<file path="src/rtl/cayde_wb_arbiter.sv">
// cayde_wb_arbiter: write-back arbiter for the cayde register file.
// Merges ALU results (never stalled) and LSU results (valid/ready, buffered in a
// small FIFO) onto the single registered regfile write port.
// Optional build macro: CAYDE_WB_BYPASS_EN adds a two-port read bypass from the
// write stage register.

`timescale 1ns/1ps

module cayde_wb_arbiter #(
    parameter int unsigned DEPTH = 4,
    parameter int unsigned XLEN  = 32
) (
    input  logic                       clk,
    input  logic                       rst,
    input  logic                       alu_valid_in,
    input  logic [4:0]                 alu_rd_in,
    input  logic [XLEN-1:0]            alu_data_in,
    input  logic                       lsu_valid_in,
    output logic                       lsu_ready_out,
    input  logic [4:0]                 lsu_rd_in,
    input  logic [XLEN-1:0]            lsu_data_in,
    output logic [4:0]                 waddr_out,
    output logic [XLEN-1:0]            wdata_out,
    output logic                       wen_out,
    output logic [$clog2(DEPTH):0]     pend_count_out
`ifdef CAYDE_WB_BYPASS_EN
    ,
    input  logic [4:0]                 raddr_in1,
    input  logic [4:0]                 raddr_in2,
    output logic                       byp_hit_out1,
    output logic                       byp_hit_out2,
    output logic [XLEN-1:0]            byp_data_out1,
    output logic [XLEN-1:0]            byp_data_out2
`endif
);

    localparam int unsigned PW = $clog2(DEPTH);
    localparam int unsigned CW = PW + 1;

    // Pointers wrap for free only when DEPTH is a power of two.
    if (DEPTH < 2 || (DEPTH & (DEPTH - 1)) != 0) begin : g_depth_check
        $error("cayde_wb_arbiter: DEPTH must be a power of 2 and >= 2");
    end

    // FIFO storage and bookkeeping
    logic [4:0]      fifo_rd_q   [DEPTH];
    logic [XLEN-1:0] fifo_data_q [DEPTH];
    logic [PW-1:0]   wr_ptr_q, wr_ptr_d;
    logic [PW-1:0]   rd_ptr_q, rd_ptr_d;
    logic [CW-1:0]   count_q, count_d;

    // Write stage register
    logic [4:0]      waddr_q, waddr_d;
    logic [XLEN-1:0] wdata_q, wdata_d;
    logic            wen_q, wen_d;

    // Selection signals
    logic            fifo_empty;
    logic            fifo_full;
    logic            lsu_hs;
    logic            sel_valid;
    logic [4:0]      sel_rd;
    logic [XLEN-1:0] sel_data;
    logic            push;
    logic            pop;

    assign fifo_empty    = (count_q == '0);
    assign fifo_full     = (count_q == CW'(DEPTH));
    // Ready depends on registered occupancy only, so a same-cycle pop never raises it.
    assign lsu_ready_out = !fifo_full;
    assign lsu_hs        = lsu_valid_in && lsu_ready_out;

    // Priority select: ALU, then FIFO head, then LSU bypass when the FIFO is empty.
    always_comb begin
        sel_valid = 1'b0;
        sel_rd    = '0;
        sel_data  = '0;
        pop       = 1'b0;
        push      = 1'b0;
        if (alu_valid_in) begin
            sel_valid = 1'b1;
            sel_rd    = alu_rd_in;
            sel_data  = alu_data_in;
            push      = lsu_hs;
        end else if (!fifo_empty) begin
            sel_valid = 1'b1;
            sel_rd    = fifo_rd_q[rd_ptr_q];
            sel_data  = fifo_data_q[rd_ptr_q];
            pop       = 1'b1;
            push      = lsu_hs;
        end else if (lsu_hs) begin
            sel_valid = 1'b1;
            sel_rd    = lsu_rd_in;
            sel_data  = lsu_data_in;
        end
    end

    // FIFO pointer and occupancy next-state
    always_comb begin
        wr_ptr_d = wr_ptr_q;
        rd_ptr_d = rd_ptr_q;
        count_d  = count_q;
        if (push) begin
            wr_ptr_d = wr_ptr_q + PW'(1);
        end
        if (pop) begin
            rd_ptr_d = rd_ptr_q + PW'(1);
        end
        unique case ({push, pop})
            2'b10:   count_d = count_q + CW'(1);
            2'b01:   count_d = count_q - CW'(1);
            default: count_d = count_q;
        endcase
    end

    // Write stage next-state; x0 writes still update address/data but never enable.
    always_comb begin
        waddr_d = waddr_q;
        wdata_d = wdata_q;
        wen_d   = 1'b0;
        if (sel_valid) begin
            waddr_d = sel_rd;
            wdata_d = sel_data;
            wen_d   = (sel_rd != 5'd0);
        end
    end

    // Control and write stage state, synchronous reset
    always_ff @(posedge clk) begin
        if (rst) begin
            wr_ptr_q <= '0;
            rd_ptr_q <= '0;
            count_q  <= '0;
            waddr_q  <= '0;
            wdata_q  <= '0;
            wen_q    <= 1'b0;
        end else begin
            wr_ptr_q <= wr_ptr_d;
            rd_ptr_q <= rd_ptr_d;
            count_q  <= count_d;
            waddr_q  <= waddr_d;
            wdata_q  <= wdata_d;
            wen_q    <= wen_d;
        end
    end

    // FIFO payload storage; contents are don't-care while unoccupied, so no reset.
    always_ff @(posedge clk) begin
        if (push && !rst) begin
            fifo_rd_q[wr_ptr_q]   <= lsu_rd_in;
            fifo_data_q[wr_ptr_q] <= lsu_data_in;
        end
    end

    assign waddr_out      = waddr_q;
    assign wdata_out      = wdata_q;
    assign wen_out        = wen_q;
    assign pend_count_out = count_q;

`ifdef CAYDE_WB_BYPASS_EN
    // Forward the pending write to readers during the cycle before the regfile commits.
    always_comb begin
        byp_hit_out1  = wen_q && (waddr_q == raddr_in1) && (raddr_in1 != 5'd0);
        byp_hit_out2  = wen_q && (waddr_q == raddr_in2) && (raddr_in2 != 5'd0);
        byp_data_out1 = byp_hit_out1 ? wdata_q : '0;
        byp_data_out2 = byp_hit_out2 ? wdata_q : '0;
    end
`endif

endmodule

</file>
<file path="config.mk">
export PLATFORM = sky130hd
export DESIGN_NAME = cayde_wb_arbiter
export DESIGN_NICKNAME = d
export VERILOG_FILES = /design/src/rtl/cayde_wb_arbiter.sv
export SDC_FILE = /design/constraint.sdc
export NUM_CORES = 1
export LEC_CHECK = 0
export ABC_CLOCK_PERIOD_IN_PS = 2600
export CAP_MARGIN = 20
export CORE_MARGIN = 2
export CORE_UTILIZATION = 55
export CTS_CLUSTER_DIAMETER = 100
export DETAILED_ROUTE_END_ITERATION = 7
export DONT_BUFFER_PORTS = 1
export PLACE_DENSITY = 0.74
export SYNTH_ARGS = -nofsm -noshare
export SYNTH_HDL_FRONTEND = slang
export SYNTH_SLANG_ARGS = --single-unit
</file>
<file path="constraint.sdc">
create_clock -name clk -period 2.6 [get_ports clk]
set_input_delay 0.13 -clock clk [delete_from_list [all_inputs] [get_ports clk]]
set_output_delay 0.13 -clock clk [all_outputs]
set_load 0.005 [all_outputs]
</file>
==> flow_results.org, run 1 <==
** Timing
- Number of endpoints with negative hold slack in the final report :: 0
- The final critical path takes up 96.47% of the cycle.
- The final-report max-slew violation count came to 0.
- Timing would allow up to 398.7 MHz.
- Crit path setup slack, layout :: 0.09191 ns
- Relative slew slack :: 42.36%
- RSZ-0062 raised after global routing :: no
- Minimum period implied by the final worst setup slack :: 2.508 ns
- Setup total negative slack on the finished layout was measured at 0 ns.
- Max Clock Skew :: 0.008119 ns
- Setup violations remaining at the end of the flow were counted as 0.
- For the pin with the worst max-slew slack, the measured transition is 0.8645 ns.

** GRT
- After global routing the overflow that remains totals 0.
- Pin count of the biggest net entering global routing :: 70
- The via count of the first global-routing pass is 5,105.
- The initial antenna violation count was 0.
- Global routing used 24.78% of the available tracks.
- The first global-routing pass estimated 27.57 mm of wire.

** Die
- In this run the count of I/O pins placed on the die edge is 120.
- Placement row count :: 43
- The core region is 13,990 um^2.
- Chip Width :: 124.2 um
- Floorplan die area :: 15,420 um^2
- Once the floorplan was initialized, standard cells occupied 56.79% of the core.
- From bottom edge to top edge, the die measures 124.2 um.

** Logic synthesis
- After Yosys synthesis, full adders, half adders and majority gates account for 1.040% of the synthesized area.
- Share of the synthesized area in the top cell type :: 55.95%
- Post-synth net total :: 614
- Simple-Gate Fraction of Synth Area :: 8.096%
- Cell Area, Synth :: 7944 um^2
- Compound-cell area share of the yosys netlist :: 7.103%
- Yosys printed 0 warnings.
- Cell accounting for the most synthesized area :: edfxtp_1
- Number of distinct standard cells referenced by the synthesized netlist :: 32
- Flip-flop and latch count after synthesis :: 195
- Gate count after technology mapping :: 530
- Sequential-to-total area share from yosys stat :: 67.79%
- Dominant combinational cell family by area after synthesis :: multiplexers
- Each instance of the synthesized netlist takes up on average 14.99 um^2.
- Proportion of synthesized area in mux cells :: 10.62%
- Xor/xnor share of the synthesized area :: 0.5513%
- Sorting the synthesized cells by area gives the leading types as edfxtp_1 (56%), dfxtp_1 (12%), mux4_2 (10%).

** Worst setup path
- The slowest stage of the critical path belongs to the cell nor3_1.
- For the worst setup path, the data required time is 2.96 ns.
- For the worst setup path, the data arrival time is 2.87 ns.
- The most critical setup path has its startpoint at pend_count_out[0]$_SDFFE_PP0P_.
- Kind of end point of the critical path :: register
- The startpoint identified for the worst register-to-register timing path is pend_count_out[0]$_SDFFE_PP0P_.
- By startpoint and endpoint, the worst setup path is classified as reg2reg.
- STA classifies the critical path startpoint as a register.
- Critical path capture point :: waddr_out[4]$_SDFFE_PP0N_
- Logic depth of the worst register-to-register path :: 5
- The setup check on the worst reg-to-reg path leaves a slack of 0.09 ns.
- R2r endpoint :: waddr_out[4]$_SDFFE_PP0N_
- Traced cell by cell, the critical path runs through or3_1, nor3_1, nand2_1, a21oi_1, dlygate4sd3_1.
- Crit-path max cell delay :: 0.64 ns
- Maximum fanout count along the critical path :: 6

** Status
- Result of the run :: completed

** CTS
- Post-CTS clock slew at the launch and capture registers of the worst setup and hold paths :: 0.07 ns
- No sink is reached through more buffers than the 2 on the longest clock path.
- Post-cts repair resize count :: 0
- Clock insertion delay at the later pin of the skew report :: 0.43 ns
- CTS tree :: yes
- The tree is rooted in a clkbuf_16.
- H-tree levels :: 4
- Clk sink count :: 195
- In this run, CTS created clock tree buffers numbering 17.

** Worst hold path
- Hold Path Origin :: lsu_data_in[20]
- Hold Crit Class :: in2reg

** Place
- Detailed placement finished with a half-perimeter wire length of 9.311 mm.
- In this run the cell area measured after placement is 8056 um^2.
- Counting tap cells, the placed design contains a total of 688 instances.
- Worst setup slack after placement :: 0.4027 ns
- Final Wtd Congestion :: 0.7121
- Buffers placed on the I/O ports in this run total 0.

** Routing
- Summed over all layers, the routed wires come to 18.22 mm.
- Count of unresolved DRC violations after routing :: 0
- For this run, the detailed router's first-pass iteration total came to 5.
- Detail-routed via count per cell :: 6.048
- Via Count :: 4,911
- Routed length per placed instance :: 22.44 um
- Antenna-violating nets left :: 0
- In this run, the number of DRC markers left after iteration 0 of detailed routing was 496.

** Cells and area
- Area taken by flip-flops and latches :: 5388 um^2
- Design area :: 9613 um^2
- Area of the multi-input gates :: 2183 um^2
- From synthesis to final layout, the design area changed by 21.01%.
- Commonest non-fill, non-tap cell in the layout :: edfxtp_1
- Fillers :: 962
- At the end of the flow, the number of nets in the layout was 703.
- 0 antenna diodes ended up in the layout.
- The count of cells in the finished layout, fillers not included, comes to 812.
- Fraction of layout cells with a size suffix above 1 :: 17.72%
- Top library cells by usage in the layout, fill and taps aside :: edfxtp_1 (148), dlygate4sd3_1 (90), nor2_1 (63), a21oi_1 (45), dfxtp_1 (45)

** Pwr
- Ratio of total power to cell area :: 929.0 nW/um^2
- Worst supply voltage drop on vdd :: 1.225 mV
- PnR Total Power :: 8930 uW
- In this run the static leakage power is 0.003310 uW.

** Flow run
- Max-cap violations in this run came to 0.
==> worst min-delay path by stage <==
stage | depth (start not counted) | endpoint | slack (ns)
after floorplan | 0 | fifo_data_q[0][0]$_DFFE_PP_ | 0.23
after global placement | 1 | wdata_out[5]$_SDFFE_PP0N_ | 0.21
after detailed placement | 1 | wdata_out[5]$_SDFFE_PP0N_ | 0.21
after CTS | 3 | wdata_out[9]$_SDFFE_PP0N_ | 0.001
after global routing | 3 | wdata_out[9]$_SDFFE_PP0N_ | 0.02
final | 4 | wdata_out[20]$_SDFFE_PP0N_ | 0.007
==> synthesized netlist by cell type, drive strengths merged <==
| library cell | instances |
|---|---|
| a21oi | 45 |
| a311oi | 33 |
| a32o | 4 |
| and2 | 4 |
| and3 | 1 |
| buf | 23 |
| clkbuf | 13 |
| dfxtp | 47 |
| edfxtp | 148 |
| fa | 1 |
| ha | 5 |
| inv | 38 |
| mux2i | 1 |
| mux4 | 37 |
| nand2 | 9 |
| nand3 | 1 |
| nor2 | 75 |
| nor2b | 1 |
| nor3 | 34 |
| o21ai | 2 |
| or3 | 3 |
| xnor2 | 2 |
| xor2 | 3 |
==> critical path, delay by kind of cell (launching register included) <==
family	cells	cell delay [ns]
simple gates	3	1.22
buf+inv	1	0.61
compound gates	1	0.20
flops	1	0.40
==> state kept, by name, indices dropped and copies added (netlist names), named ones only <==
signal,count
fifo_data_q,128
wdata_out,32
fifo_rd_q,20
waddr_out,5
pend_count_out,3
rd_ptr_q,2
wr_ptr_q,2
wen_out,1
==> metrics by stage <==
stage / util [%] / hold slack (ns)
after floorplan: - / 0.2289
after global placement: 57.59 / 0.2053
after detailed placement: 57.59 / 0.2067
after CTS: 68.72 / 0.001197
after global routing: 68.72 / 0.02021
final: 68.72 / 0.007397
==> routing by layer <==
| metal | GRT usage (%) | vias up | routed length (um) |
|---|---|---|---|
| li1 | - | 2183 | - |
| met1 | 31.58 | 2499 | 7280 |
| met2 | 41.19 | 192 | 9370 |
| met3 | 5.815 | 37 | 1140 |
| met4 | 10.04 | 0 | 427 |
| met5 | 0 | - | 0 |
==> cell type report <==
type,count,area share [%]
sequential,195,56.05
clock inverter,9,1.380
inverter,38,1.484
multi-input combinational,261,22.71
tap,180,2.343
timing repair buffer,106,11.17
clock buffer,23,4.868
==> logic make-up (layout without fill, tap and decap cells) <==
kind of cell,Yosys count,after routing
and+or+nand+nor,128,128
muxes,38,38
buffers and inverters,74,176
xor gates and xnor gates,5,5
DFF,195,195
AOI/OAI and AO/OA,84,84
adders and majority gates,6,6
==> power by group <==
group / switching [uW] / internal, uW / total (uW) / leakage (uW)
clock: 1090 / 1560 / 2650 / 0.000276
sequential: 206 / 3670 / 3880 / 0.00173
combinational: 1320 / 1080 / 2400 / 0.00131
==> repair_timing <==
action	in CTS	in global routing
setup buffers	0	0
hold buffers	92	0
endpoints found under the hold margin	195	0
No activity file was read; power rests on OpenSTA's default activity.
==> inputs of run 2 (changes only) <==
Settings changed: ABC_AREA set to 1.
==> flow_results.org, run 2 <==
** Timing
- Aggregate negative setup slack :: 0 ns
- Count of endpoints failing setup in the final report :: 0
- Final Cycle Share :: 92.91%
- Worst Max-Slew Pin Slew :: 0.6350 ns
- Minimum period implied by the final worst setup slack :: 2.416 ns
- Timing would allow up to 414.0 MHz.
- RSZ-0062 raised after global routing :: no
- The clock arrives with 0.008073 ns of skew.
- Measured against its own limit, the worst slew margin works out to 57.60%.
- Max-slew violation count :: 0
- Number of endpoints with negative hold slack in the final report :: 0

** GRT
- Total congestion overflow after global routing :: 0
- Number of antenna violations at the first check in global routing :: 1
- The via count of the first global-routing pass is 5,855.
- The first global-routing pass estimated 30.24 mm of wire.
- Entering global routing, the biggest net connects 46 pins.
- All-Layer GR Usage :: 24.54%

** Cells and area
- Fillers :: 1,067
- Largest register FFs :: 128
- Once layout is done, the placed cells without fillers occupy 9743 um^2.
- Number of nets in the layout :: 902
- The post-route netlist has 11.55% of its cells at a drive strength greater than 1.
- Area taken by flip-flops and latches :: 5390 um^2
- Reg with most FFs :: fifo_data_q
- Area of the multi-input gates :: 2333 um^2
- Relative to the synthesized area, the layout overhead comes to 18.67%.
- Top library cells by usage in the layout, fill and taps aside :: edfxtp_1 (148), nand2_1 (147), o21ai_0 (80), nand3_1 (79), dlygate4sd3_1 (73)
- Commonest non-fill, non-tap cell in the layout :: edfxtp_1

** Logic synthesis
- Xor/xnor share of the synthesized area :: 0%
- Cell Area, Synth :: 8210 um^2
- Counting flops with an async set or reset pin after synthesis yields a share of 0%.
- Gate count after technology mapping :: 752
- Adder-cell share of the synthesized area :: 1.006%
- After synthesis, the largest family of logic cells by area is simple AND/OR/NAND/NOR gates.
- Sorting the synthesized cells by area gives the leading types as edfxtp_1 (54%), dfxtp_1 (11%), nand2_1 (6.7%).
- Among all flip-flop cells after synthesis, the most frequent one is edfxtp_1.
- Number of distinct standard cells referenced by the synthesized netlist :: 27
- Yosys warnings :: 0
- In the post-synthesis netlist, the cell with the most instances is edfxtp_1.
- Flip-flop and latch count after synthesis :: 195
- Top cell types by occurrence after synthesis :: edfxtp_1 (148), nand2_1 (147), o21ai_0 (80)
- The number of nets in the synthesized netlist is 836.
- The share of synthesized area in the top cell type comes to 54.13%.
- Summing the areas of all compound-gate instances in the mapped netlist gives 13.00% of the synthesized area.
- Number of flops mapped to enable cells by yosys :: 148
- Sequential-to-total area share from yosys stat :: 65.59%
- Dividing the synthesized area by the synthesized cell count gives 10.92 um^2.
- The synthesized netlist devotes 13.99% of its cell area to simple gates.
- Multiplexer cells account for 0% of the synthesized area.
- The largest total area in the synthesized netlist belongs to edfxtp_1.

** CTS
- TritonCTS built the clock tree.
- After clock tree synthesis, the setup repair step added 0 buffers.
- Number of buffers created by CTS :: 17
- CTS max path bufs :: 2
- Root Driver :: clkbuf_16
- The clock drives 195 sinks.
- Post-CTS clock slew at the launch and capture registers of the worst setup and hold paths :: 0.07 ns
- H-tree levels :: 4
- The later pin in the worst-skew pair is clocked with a latency of 0.43 ns.

** Routing
- For this block, the initial DRC count from the detailed router was 444.
- In the final routed layout, each cell accounts on average for 18.82 um.
- Detail-routed via count per cell :: 5.706
- In this run the remaining antenna-violating nets after routing total 0.
- After detailed routing, the number of remaining DRC violations is 0.
- Detailed-route wire length :: 19.14 mm
- Across all layers, the routed design uses 5,803 vias.
- For this run, the detailed router's first-pass iteration total came to 5.

** Pwr
- In this run the power density over the cells is 891.6 nW/um^2.
- Pleak :: 0.003737 uW
- IR analysis of the VDD net gives a maximum drop of 0.6636 mV.

** Worst setup path
- Tracing the worst setup path back leads to its startpoint at pend_count_out[0]$_SDFFE_PP0P_.
- The worst register-to-register path begins at pend_count_out[0]$_SDFFE_PP0P_.
- Worst path top cell family by delay :: buffers and inverters
- Dominant cell type by count on the critical path :: inv_1
- The number of buffers and inverters on the critical path is 4.
- Data on the critical path arrives at its endpoint at 2.79 ns.
- Kind of critical path :: reg2reg
- STA puts the critical path data required time at 2.98 ns.
- Of all nets on the critical path, the largest fanout is 27.
- Walking the worst path, the cells encountered are nor2_4, nand3_4, inv_4, nand2_4, inv_1, a21oi_1, nand3_1, nand2_1, dlygate4sd3_1, inv_1.
- On the critical path, the stage with the largest delay is an instance of dlygate4sd3_1.
- The critical path crosses 10 cells after its start point.
- Logic depth of the worst register-to-register path :: 10
- Kind of end point of the critical path :: register
- Crit-path max cell delay :: 0.56 ns
- STA classifies the critical path startpoint as a register.

** Place
- Final Wtd Congestion :: 0.7918
- HPWL after detailed placement :: 11.31 mm
- Placement Cell Area :: 8361 um^2
- The count of buffers added on input and output ports is 0.

** Worst hold path
- Hold Path Origin :: lsu_data_in[24]
- Hold Crit Depth :: 4
- Hold Crit Class :: in2reg

** Die
- The floorplan step defined a core boundary enclosing 14,530 um^2.
- The floorplan has 44 rows.
- The die covers 15,920 um^2.
- Die Y :: 126.2 um
- Chip Width :: 126.2 um
- The initial utilization of the core area, before any placement, comes to 56.49%.
- Ports :: 120

** Status
- The flow ran to the end, and the final reports show no timing, DRC or antenna violations.

** Flow run
- Max-cap violations :: 0
[run 2: cell count changes in the layout (fill, tap and decap cells not counted), sizes merged, moves of 17 or more]
cell / before / now
nand2: 9 / 148
nand3: 1 / 80
o21ai: 2 / 81
inv: 38 / 78
mux4: 37 / 0
nor2: 75 / 40
nor3: 34 / 0
a311oi: 33 / 0
o211ai: 0 / 26
dlygate4sd3: 90 / 73
[run 2: layout make-up]
type | count | area share, %
Tap cell | 184 | 2.363
Inverter | 75 | 2.915
Timing Repair Buffer | 91 | 9.015
Multi-Input combinational cell | 438 | 23.95
Clock buffer | 21 | 5.162
Clock inverter | 11 | 1.220
Antenna cell | 2 | 0.05137
Sequential cell | 195 | 55.32
[run 2: kinds of logic (layout without fill, tap and decap cells)]
kind of cell | after synthesis | in the layout
flip-flops | 195 | 195
other | 0 | 2
buffers and inverters | 119 | 198
adder cells (fa/ha/maj) | 6 | 6
AND/OR/NAND/NOR | 270 | 270
AO/OA/AOI/OAI | 162 | 162
[run 2: worst min-delay path, cell delays in order]
cell and delay [ns]:
o21ai_0 0.05, nand3_1 0.10, o211ai_2 0.08, inv_1 0.05
[run 2: routing by layer]
metal / track usage (%) / part of all wire, % / vias to the layer above
met5: 0 / 0 / -
met4: 9.890 / 2.3 / 0
met3: 5.438 / 6.9 / 37
met2: 41.08 / 49 / 243
met1: 31.29 / 41 / 2776
li1: - / - / 2747
[run 2: metrics by stage]
stage | utilization, % | total power (uW) | hold slack [ns] | cells | worst slack [ns]
after floorplan | - | 5461 | 0.2289 | 752 | -0.1933
after global routing | 67.02 | 9115 | 0.01072 | 1016 | 0.01386
after CTS | 66.97 | 8702 | 0.0001111 | 1015 | 0.04131
final | 67.04 | 8687 | 0.01227 | 1017 | 0.1845
after global placement | 57.52 | 5790 | 0.2291 | 909 | 0.5309
after detailed placement | 57.52 | 5897 | 0.2291 | 909 | 0.4367
[run 2: report_power, final]
part / switching, uW / internal (uW)
registers: 257 / 3720
clock network: 1110 / 1580
logic: 1350 / 666
total: 2720 / 5970
[run 2: path summary, 6_finish.rpt]
kind | slack, ns | end
worst max register to register | 0.18 | wdata_out[3]$_SDFFE_PP0N_
worst min-delay path | 0.01 | wdata_out[24]$_SDFFE_PP0N_
worst max-delay path | 0.18 | wdata_out[3]$_SDFFE_PP0N_
worst min register to register | 0.46 | register
[run 2: repair_timing]
item,CTS,global route
endpoints found under the setup margin,0,1
hold endpoints to repair,182,0
resized for setup,0,1
hold buffers,74,0
==> inputs of run 3 (changes only) <==
==> constraint.sdc (replaced) <==
create_clock -name clk -period 2.6 [get_ports clk]
set_input_delay 0.78 -clock clk [delete_from_list [all_inputs] [get_ports clk]]
set_output_delay 0.78 -clock clk [all_outputs]
set_load 0.005 [all_outputs]
==> flow_results.org, run 3 (synthesized netlist as in run 2, its figures left out) <==
** Status
- The run finished with clean final reports.

** GRT
- Pin count of the biggest net entering global routing :: 63
- Total congestion overflow after global routing :: 0
- Wire length of the first global-routing pass :: 27.68 mm
- Number of antenna violations at the first check in global routing :: 0
- Via count of the first global-routing pass :: 5,425
- All-Layer GR Usage :: 22.59%

** CTS
- In this run, CTS created clock tree buffers numbering 17.
- CTS max path bufs :: 2
- TritonCTS built the clock tree.
- The clock drives 195 sinks.
- H-tree levels :: 4
- Root Driver :: clkbuf_16
- Number of buffers added for setup after CTS :: 0
- Post-cts repair resize count :: 0
- Clock insertion delay at the later pin of the skew report :: 0.44 ns
- The number of hold buffers added after CTS was 0.
- Clock-pin slew was measured on the worst setup and hold paths at 0.07 ns.

** Pwr
- IR analysis of the VDD net gives a maximum drop of 0.6261 mV.
- Pleak :: 0.003392 uW
- Ratio of total power to cell area :: 936.4 nW/um^2
- Power comes to 8369 uW.

** Cells and area
- Cells with a size suffix above 1 make up 12.29% of the layout.
- Number of nets in the layout :: 828
- Design area :: 8937 um^2
- Largest register FFs :: 128
- In the layout the commonest cells are edfxtp_1 (148), nand2_1 (147), o21ai_0 (80), nand3_1 (79), inv_1 (69).
- Fillers :: 1,140
- Count of inserted antenna diode cells :: 0
- Commonest non-fill, non-tap cell in the layout :: edfxtp_1
- Area delta synth->final :: 8.854%
- Post-Layout Cell Count :: 941
- More flip-flops sit in one register than any other, and that register is fifo_data_q.

** Worst setup path
- Startpoint type of the worst setup path :: register
- Setup slack on the worst reg-to-reg path comes out at 0.39 ns.
- Req. time, crit path :: 2.91 ns
- Counting cells, the worst reg-to-reg path comes to 10.
- Data arrives at the worst endpoint at 2.52 ns.
- By startpoint and endpoint, the worst setup path is classified as reg2reg.
- Maximum fanout count along the critical path :: 5
- The worst register-to-register path ends at pend_count_out[2]$_SDFFE_PP0P_.
- The worst register-to-register path begins at pend_count_out[0]$_SDFFE_PP0P_.
- Kind of end point of the critical path :: register

** Routing
- For this block, the initial DRC count from the detailed router was 423.
- Detailed-route wire length :: 17.56 mm
- Count of unresolved DRC violations after routing :: 0
- The first detailed-routing pass ran for 7 iterations.
- Detail-routed via count per cell :: 5.742
- The count of nets left with antenna violations once routing finished came out at 0.
- Summing over every cut layer, the via total after detailed routing is 5,403.
- Routed length per placed instance :: 18.66 um

** Die
- Floorplan die area :: 15,920 um^2
- Measured along the y axis, the die boundary spans 126.2 um.
- Ports :: 120
- Placeable core region :: 14,530 um^2
- The initialized floorplan defines 44 standard-cell rows.
- Chip Width :: 126.2 um
- Once the floorplan was initialized, standard cells occupied 56.49% of the core.

** Place
- HPWL after detailed placement :: 11.09 mm
- In this run, placement finished with an instance count of 909.
- At the end of routability-driven placement, the weighted congestion stood at 0.7382.
- Port buffering added 0 buffers.
- Placement Cell Area :: 8361 um^2

** Timing
- Worst Max-Slew Pin Slew :: 0.6594 ns
- Count of endpoints failing setup in the final report :: 0
- The final-report max-slew violation count is 0.
- Relative slew slack :: 56.04%
- Final Cycle Share :: 84.96%
- The final hold violation count is 0.
- Minimum period implied by the final worst setup slack :: 2.209 ns
- Hold timing on the final database bottoms out at a slack of 0.4315 ns.
- Max Clock Skew :: 0.01233 ns
- Based on the critical path, the design can be clocked at up to 452.7 MHz.
- Aggregate negative setup slack :: 0 ns
- RSZ-0062 raised after global routing :: no

** Flow run
- The tool flagged a number of max-cap violations equal to 0.

** Worst hold path
- End of the worst hold path :: fifo_data_q[0][18]$_DFFE_PP_
- Hold Crit Depth :: 0
- The worst hold path begins at lsu_data_in[18].
- In this run the worst hold path is classified as in2reg.
## run 3: cell count changes in the layout (fill, tap and decap cells not counted), moves of 2 or more
cell | previous run | this run
diode_2 | 2 | 0
clkbuf_16 | 19 | 17
clkbuf_1 | 0 | 2
dlygate4sd3_1 | 73 | 0
## run 3: worst max-delay path by stage
stage	start	to	cells after the start
global route	pend_count_out[0]$_SDFFE_PP0P_	pend_count_out[2]$_SDFFE_PP0P_	10
floorplan	alu_valid_in	fifo_data_q[0][0]$_DFFE_PP_	4
detailed placement	alu_valid_in	pend_count_out[2]$_SDFFE_PP0P_	10
CTS	pend_count_out[0]$_SDFFE_PP0P_	pend_count_out[2]$_SDFFE_PP0P_	10
finish	pend_count_out[0]$_SDFFE_PP0P_	pend_count_out[2]$_SDFFE_PP0P_	10
global placement	alu_valid_in	pend_count_out[2]$_SDFFE_PP0P_	10
## run 3: area by class of cell
cell class                 instances  area [um^2]  share of cell area [%]
clock buffer                      20        446.7                   4.998
clock inverter                    12        130.1                   1.456
inverter                          75        284.0                   3.178
multi-input combinational        438         2328                   26.05
sequential                       195         5390                   60.31
tap                              184        230.2                   2.576
timing repair buffer              17        127.6                   1.428
## run 3: power by group
part,switching (uW),total [uW],internal [uW]
logic,1260,1840,582
clock network,1100,2550,1440
registers,260,3980,3720
total,2620,8370,5750
## run 3: layer usage
metal	GRT usage [%]	wire (um)
met5	0	0
met4	8.985	418
met3	5.607	1262
met2	36.69	8632
met1	29.43	7247
## run 3: metrics by stage
step	setup slack, ns	util (%)
5_1_grt	0.2045	61.49
2_1_floorplan	-0.5220	-
3_3_place_gp	0.2521	57.52
3_5_place_dp	0.2207	57.52
4_1_cts	0.4280	61.49
6_report	0.3911	61.49
## run 3: worst max-delay path, stage by stage, from the launching register on
cell	delay [ns]
dfxtp_1	0.38
nor2_4	0.22
nand2_1	0.17
nand3_1	0.20
ha_1	0.17
inv_1	0.06
fa_1	0.38
a21oi_1	0.15
o21ai_0	0.12
o21ai_0	0.18
a21oi_1	0.06
